## config.mk

```make
export PLATFORM = sky130hd
export DESIGN_NAME = uart_bus_loader
export DESIGN_NICKNAME = d
export VERILOG_FILES = /design/src/rtl/loader_pkg.sv /design/src/rtl/uart_rx.sv /design/src/rtl/uart_bus_loader.sv
export SDC_FILE = /design/constraint.sdc
export NUM_CORES = 1
export LEC_CHECK = 0
export BUFFER_PORTS_ARGS = -buffer_cell sky130_fd_sc_hd__buf_2
export CORE_ASPECT_RATIO = 0.6
export CORE_MARGIN = 2
export CORE_UTILIZATION = 62
export DETAILED_ROUTE_END_ITERATION = 12
export PLACE_DENSITY = 0.92
export REMOVE_ABC_BUFFERS = 1
export SLEW_MARGIN = 20
export SYNTH_ARGS = -nofsm -noshare
export SYNTH_HDL_FRONTEND = slang
export SYNTH_SLANG_ARGS = --single-unit
```

## constraint.sdc

```tcl
create_clock -name clk -period 9.3 [get_ports clk]
set_input_delay 0 -clock clk [delete_from_list [all_inputs] [get_ports clk]]
set_output_delay 0 -clock clk [all_outputs]
set_load 0.01 [all_outputs]
```

## src/rtl/loader_pkg.sv

```systemverilog
// Shared types and helpers for the UART-to-RAM boot loader.
package loader_pkg;

  typedef enum logic [1:0] {R_IDLE, R_START, R_DATA, R_STOP} rx_state_t;
  typedef enum logic [1:0] {S_IDLE, S_LOAD, S_WRITE, S_DONE} sess_state_t;

  // Clock cycles per UART bit, truncated.
  function automatic int unsigned baud_div(input int unsigned clkrate, input int unsigned baud);
    return clkrate / baud;
  endfunction

endpackage

```

## src/rtl/uart_rx.sv

```systemverilog
// 8N1 UART receiver with a 2-flop input synchroniser; emits one-cycle byte and frame-error strobes.
module uart_rx
  import loader_pkg::*;
#(
  parameter int unsigned DIV = 217
) (
  input  logic       clk,
  input  logic       rst,
  input  logic       rx,
  output logic [7:0] byte_data,
  output logic       byte_valid,
  output logic       frame_err,
  output logic       line_idle
);

  localparam int unsigned CW = $clog2(DIV) + 1;
  localparam logic [CW-1:0] FULL = CW'(DIV - 1);
  localparam logic [CW-1:0] HALF = CW'(DIV / 2 - 1);

  logic [1:0]    sync;
  logic          rx_q;
  rx_state_t     state;
  logic [CW-1:0] cnt;
  logic [2:0]    bit_idx;
  logic [7:0]    shift;
  logic          brk;

  always_ff @(posedge clk or posedge rst) begin
    if (rst) begin
      sync       <= 2'b11;
      rx_q       <= 1'b1;
      state      <= R_IDLE;
      cnt        <= '0;
      bit_idx    <= '0;
      shift      <= '0;
      brk        <= 1'b0;
      byte_data  <= '0;
      byte_valid <= 1'b0;
      frame_err  <= 1'b0;
      line_idle  <= 1'b1;
    end else begin
      sync       <= {sync[0], rx};
      rx_q       <= sync[1];
      byte_valid <= 1'b0;
      frame_err  <= 1'b0;
      case (state)
        R_IDLE: begin
          if (rx_q && !sync[1]) begin
            state     <= R_START;
            cnt       <= '0;
            line_idle <= 1'b0;
          end
        end
        R_START: begin
          if (cnt == HALF) begin
            cnt     <= '0;
            bit_idx <= '0;
            if (sync[1]) begin
              state     <= R_IDLE;
              line_idle <= 1'b1;
            end else begin
              state <= R_DATA;
            end
          end else begin
            cnt <= cnt + CW'(1);
          end
        end
        R_DATA: begin
          if (cnt == FULL) begin
            cnt     <= '0;
            shift   <= {sync[1], shift[7:1]};
            bit_idx <= bit_idx + 3'd1;
            if (bit_idx == 3'd7) state <= R_STOP;
          end else begin
            cnt <= cnt + CW'(1);
          end
        end
        R_STOP: begin
          // After a bad stop bit, hold here until the line returns high.
          if (brk) begin
            if (sync[1]) begin
              brk       <= 1'b0;
              state     <= R_IDLE;
              line_idle <= 1'b1;
            end
          end else if (cnt == FULL) begin
            cnt <= '0;
            if (sync[1]) begin
              byte_data  <= shift;
              byte_valid <= 1'b1;
              state      <= R_IDLE;
              line_idle  <= 1'b1;
            end else begin
              frame_err <= 1'b1;
              brk       <= 1'b1;
            end
          end else begin
            cnt <= cnt + CW'(1);
          end
        end
        default: state <= R_IDLE;
      endcase
    end
  end

endmodule

```

## src/rtl/uart_bus_loader.sv

```systemverilog
// Session control: packs received bytes into little-endian words and writes them to RAM while owning the bus.
module uart_bus_loader
  import loader_pkg::*;
#(
  parameter int unsigned WIDTH   = 32,
  parameter int unsigned CLKRATE = 25_000_000,
  parameter int unsigned BAUD    = 115_200,
  parameter int unsigned BASE    = 50_000,
  parameter int unsigned NWORDS  = 1024,
  parameter int unsigned GAPBITS = 40
) (
  input  logic             clk,
  input  logic             rst,
  input  logic             rx,
  input  logic             arm,
  output logic             bus_own,
  output logic             enw,
  output logic [WIDTH-1:0] address,
  output logic [WIDTH-1:0] wdata,
  output logic             done,
  output logic             frame_err,
  output logic [15:0]      word_count
);

  localparam int unsigned DIV = baud_div(CLKRATE, BAUD);
  localparam int unsigned GAP = GAPBITS * DIV;
  localparam int unsigned TW  = $clog2(GAP) + 1;

  logic [7:0]    rx_byte;
  logic          byte_valid;
  logic          rx_ferr;
  logic          line_idle;
  sess_state_t   state;
  logic [1:0]    lane;
  logic [23:0]   partial;
  logic [TW-1:0] gap_cnt;

  uart_rx #(.DIV(DIV)) u_rx (
    .clk       (clk),
    .rst       (rst),
    .rx        (rx),
    .byte_data (rx_byte),
    .byte_valid(byte_valid),
    .frame_err (rx_ferr),
    .line_idle (line_idle)
  );

  always_ff @(posedge clk or posedge rst) begin
    if (rst) begin
      state      <= S_IDLE;
      lane       <= '0;
      partial    <= '0;
      gap_cnt    <= '0;
      bus_own    <= 1'b0;
      enw        <= 1'b0;
      address    <= '0;
      wdata      <= '0;
      done       <= 1'b0;
      frame_err  <= 1'b0;
      word_count <= '0;
    end else begin
      enw <= 1'b0;
      if (rx_ferr) frame_err <= 1'b1;
      case (state)
        S_IDLE: begin
          if (arm) begin
            state      <= S_LOAD;
            done       <= 1'b0;
            frame_err  <= 1'b0;
            word_count <= '0;
            lane       <= '0;
            partial    <= '0;
            gap_cnt    <= '0;
            bus_own    <= 1'b1;
          end
        end
        S_LOAD: begin
          if (rx_ferr) begin
            lane    <= '0;
            partial <= '0;
            gap_cnt <= '0;
          end else if (byte_valid) begin
            gap_cnt <= '0;
            if (lane == 2'd3) begin
              enw     <= 1'b1;
              address <= WIDTH'(BASE) + WIDTH'(word_count);
              wdata   <= WIDTH'({rx_byte, partial});
              state   <= S_WRITE;
            end else begin
              partial[8*lane +: 8] <= rx_byte;
              lane                 <= lane + 2'd1;
            end
          end else if (lane != 2'd0 && line_idle) begin
            // A stalled partial word is dropped silently after the idle gap.
            if (gap_cnt == TW'(GAP - 1)) begin
              lane    <= '0;
              partial <= '0;
              gap_cnt <= '0;
            end else begin
              gap_cnt <= gap_cnt + TW'(1);
            end
          end else begin
            gap_cnt <= '0;
          end
        end
        S_WRITE: begin
          lane    <= '0;
          partial <= '0;
          if (word_count + 16'd1 >= 16'(NWORDS)) begin
            word_count <= 16'(NWORDS);
            state      <= S_DONE;
            done       <= 1'b1;
            bus_own    <= 1'b0;
          end else begin
            word_count <= word_count + 16'd1;
            state      <= S_LOAD;
          end
        end
        S_DONE: state <= S_IDLE;
        default: state <= S_IDLE;
      endcase
    end
  end

endmodule
```

==> flow_metrics.env <==
export IMPL_outcome="completed"
export IMPL_antennaDiodeCount=0
export IMPL_ys_seq_area_frac=0.544
export IMPL_dp_hpwl_um=10100
export IMPL_crit_type="flop to flop"
export IMPL_synth_distinct_cells=58
export IMPL_insertion_delay_ns=0.42
export IMPL_drt_total_wl_um=16100
export IMPL_grt_pass1_vias=5456
export IMPL_worst_clock_skew_ns=0.00896
export IMPL_grt_ovfl_total=0
export IMPL_finalCritPeriodShare=0.306
export IMPL_drt_pass1_iterations=9
export IMPL_powerDensity_nw_per_um2=186
export IMPL_startpoint_type="flop"
export IMPL_layout_min_cycle_time_ns=2.84
export IMPL_synth_avg_cell_area_sq_um=9.42
export IMPL_synth_main_ff_cell="dfrtp_1"
export IMPL_grt_usage=0.283
export IMPL_multi_input_area_sq_um=2860
export IMPL_num_vias=5607
export IMPL_core_sq_um=10700
export IMPL_yosysMostFrequentCell="nand2_1"
export IMPL_antenna_found_initial=0
export IMPL_yosys_top_cells_area="dfrtp_1, nand2_1, o21ai_0"
export IMPL_tightestPinTransition_ns=1.05
export IMPL_hold_violations=0
export IMPL_area_growth_pct=14.2
export IMPL_clk_pin_slew_ns=0.06
export IMPL_start_util=0.643
export IMPL_fin_tns_setup_ns=0
export IMPL_ys_async_sr_fraction=1.00
export IMPL_synth_common_cells="nand2_1, dfrtp_1, o21ai_0"
export IMPL_rsz0062_at_grt="no"
export IMPL_critical_path_top_delay_family="simple AND/OR/NAND/NOR gates"
export IMPL_end_kind="flop"
export IMPL_core_rowCount=29
export IMPL_vdd_drop_max_v=0.000126
export IMPL_synthCells=728
export IMPL_dieArea_sq_um=11900
export IMPL_synth_edf_count=0
export IMPL_synth_seq_cells=149
export IMPL_nFillCells=687
export IMPL_tritoncts="yes"
export IMPL_ctsRootBufferMaster="clkbuf_16"
export IMPL_path_cells="ha_1, or4bb_1, or4_4, nand3_1, nor2_1, o21ai_0, o41ai_1"
export IMPL_slowest_stage="nand3_1"
export IMPL_required_ns=9.57
export IMPL_synth_top_area_frac=0.529
export IMPL_seq_area_sq_um=3730
export IMPL_critPathMaxStageDelay_ns=0.58
export IMPL_crit_buf_inv=0
export IMPL_drt_initial_drc_count=628
export IMPL_yosysTopAreaCell="dfrtp_1"
export IMPL_maxCapViolCount=0
export IMPL_cts_resized_gates=0
export IMPL_fin_ws_ns=6.46
export IMPL_cts_num_sinks=149
export IMPL_via_per_inst=5.95
export IMPL_slew_viol_final=0
export IMPL_io_pin_count=88
export IMPL_grt_pass1_wl_um=26900
export IMPL_ant_nets=0
export IMPL_clock_path_buffers=2
export IMPL_max_slew_margin=0.293
export IMPL_setup_violations=0
export IMPL_clock_fmax_mhz=352
export IMPL_cts_buffers=17
export IMPL_grt_max_degree=77
export IMPL_finalPower_mw=1.46
export IMPL_post_place_ws_ns=6.56
export IMPL_io_buffers=72
export IMPL_place_congestion=0.866
export IMPL_syn_cell_area_sq_um=6860
export IMPL_nNetsFinal=805
export IMPL_critPathMaxFanout=20
export IMPL_drive_gt1_frac=0.166
export IMPL_die_w_um=140
export IMPL_worstPathArrival_ns=3.12
export IMPL_die_h_um=85.5
export IMPL_yosysWarnings=0
export IMPL_wl_per_cell_um=17.0
export IMPL_leakagePower_nw=3.93
export IMPL_cts_max_level=4
export IMPL_remaining_drc_errors=0
export IMPL_hold_class="primary input to flop"
==> worst register-to-register path, cell delays in order, from the launching register on <==
cell and delay, ns:
dfrtp_1 0.41, ha_1 0.27, or4bb_1 0.51, or4_4 0.49, nand3_1 0.58, nor2_1 0.09
o21ai_0 0.22, o41ai_1 0.13
==> layout by cell type (no fill, tap or decap), types with 10 or more instances in the layout <==
cell type  count
conb_1        15
buf_2         72
nand2_1      212
dfrtp_1      145
nand4_1       14
xnor2_1       10
o21ai_0       69
xor2_1        13
clkbuf_16     17
inv_1         15
ha_1          11
o31ai_1       17
nor3_1        11
nand3_1       16
nor2_1        34
==> cell type report <==
class / count / area share
Timing Repair Buffer: 78 / 0.0524
Sequential cell: 149 / 0.477
Clock buffer: 18 / 0.0561
Tap cell: 139 / 0.0222
Inverter: 16 / 0.00831
Clock inverter: 14 / 0.0184
Multi-Input combinational cell: 528 / 0.366
==> worst paths after layout <==
kind / to / slack, ns / start / cells after the start
max: gap_cnt[6]$_DFFE_PP0P_ / 6.46 / gap_cnt[0]$_DFFE_PP0P_ / 7
min: frame_err$_DFF_PP0_ / 0.05 / arm / 3
max reg2reg: gap_cnt[6]$_DFFE_PP0P_ / 6.46 / gap_cnt[0]$_DFFE_PP0P_ / 7
min reg2reg: u_rx.sync[1]$_DFF_PP1_ / 0.36 / u_rx.sync[0]$_DFF_PP1_ / 0
max in group asynchronous: word_count[2]$_DFFE_PP0P_ / 7.66 / rst / 4
min in group asynchronous: u_rx.cnt[6]$_DFFE_PP0P_ / 0.23 / rst / 3
==> registers in the layout, summed over array words and instances (netlist names), named ones only <==
| signal | cells |
|---|---|
| wdata | 32 |
| partial | 24 |
| address | 17 |
| word_count | 16 |
| gap_cnt | 15 |
| u_rx.cnt | 9 |
| u_rx.byte_data | 8 |
| u_rx.shift | 8 |
| u_rx.bit_idx | 3 |
| lane | 2 |
| state | 2 |
| u_rx.sync | 2 |
| bus_own | 1 |
| done | 1 |
| enw | 1 |
| frame_err | 1 |
| u_rx.brk | 1 |
| u_rx.byte_valid | 1 |
| u_rx.frame_err | 1 |
| u_rx.line_idle | 1 |
| u_rx.rx_q | 1 |
| u_rx.state | 1 |
==> cells by family (layout without fill, tap and decap cells) <==
| group | count (synthesis) | count (layout) | synth area share |
|---|---|---|---|
| AOI/OAI and AO/OA | 132 | 132 | 0.121 |
| buffers and inverters | 65 | 126 | 0.0478 |
| adders and majority gates | 11 | 11 | 0.0201 |
| other | 1 | 15 | 0.000547 |
| muxes | 12 | 12 | 0.0190 |
| xor gates and xnor gates | 23 | 23 | 0.0294 |
| and+or+nand+nor | 335 | 335 | 0.218 |
| DFF | 149 | 149 | 0.544 |
==> timing repair <==
action                                  4_1_cts  5_1_grt
hold buffers                                  2        0
setup buffers                                 0        0
endpoints found under the setup margin        0        0
endpoints found under the hold margin        70        0
==> power breakdown <==
part	internal (mW)	switching [mW]	leakage (nW)	total [mW]
Clock	0.383	0.291	0.274	0.674
Sequential	0.664	0.0199	2.02	0.684
Combinational	0.0330	0.0653	1.64	0.0982
==> metal layers <==
layer	GRT usage	wire length, um	vias to the layer above
met5	0	0	-
met4	0.0973	271	0
met3	0.0683	1230	31
met2	0.451	7900	280
met1	0.387	6660	2740
li1	-	-	2556
==> stage by stage <==
stage / util / instance area [sq um] / hold WS [ns] / std cells
floorplan: - / 6640 / 0.00448 / 693
global placement: 0.677 / 7220 / 0.105 / 908
detailed placement: 0.677 / 7220 / 0.113 / 908
CTS: 0.733 / 7820 / 0.0298 / 942
global route: 0.734 / 7830 / 0.0677 / 942
finish: 0.734 / 7830 / 0.0533 / 942
No activity file was read; power rests on OpenSTA's default activity.
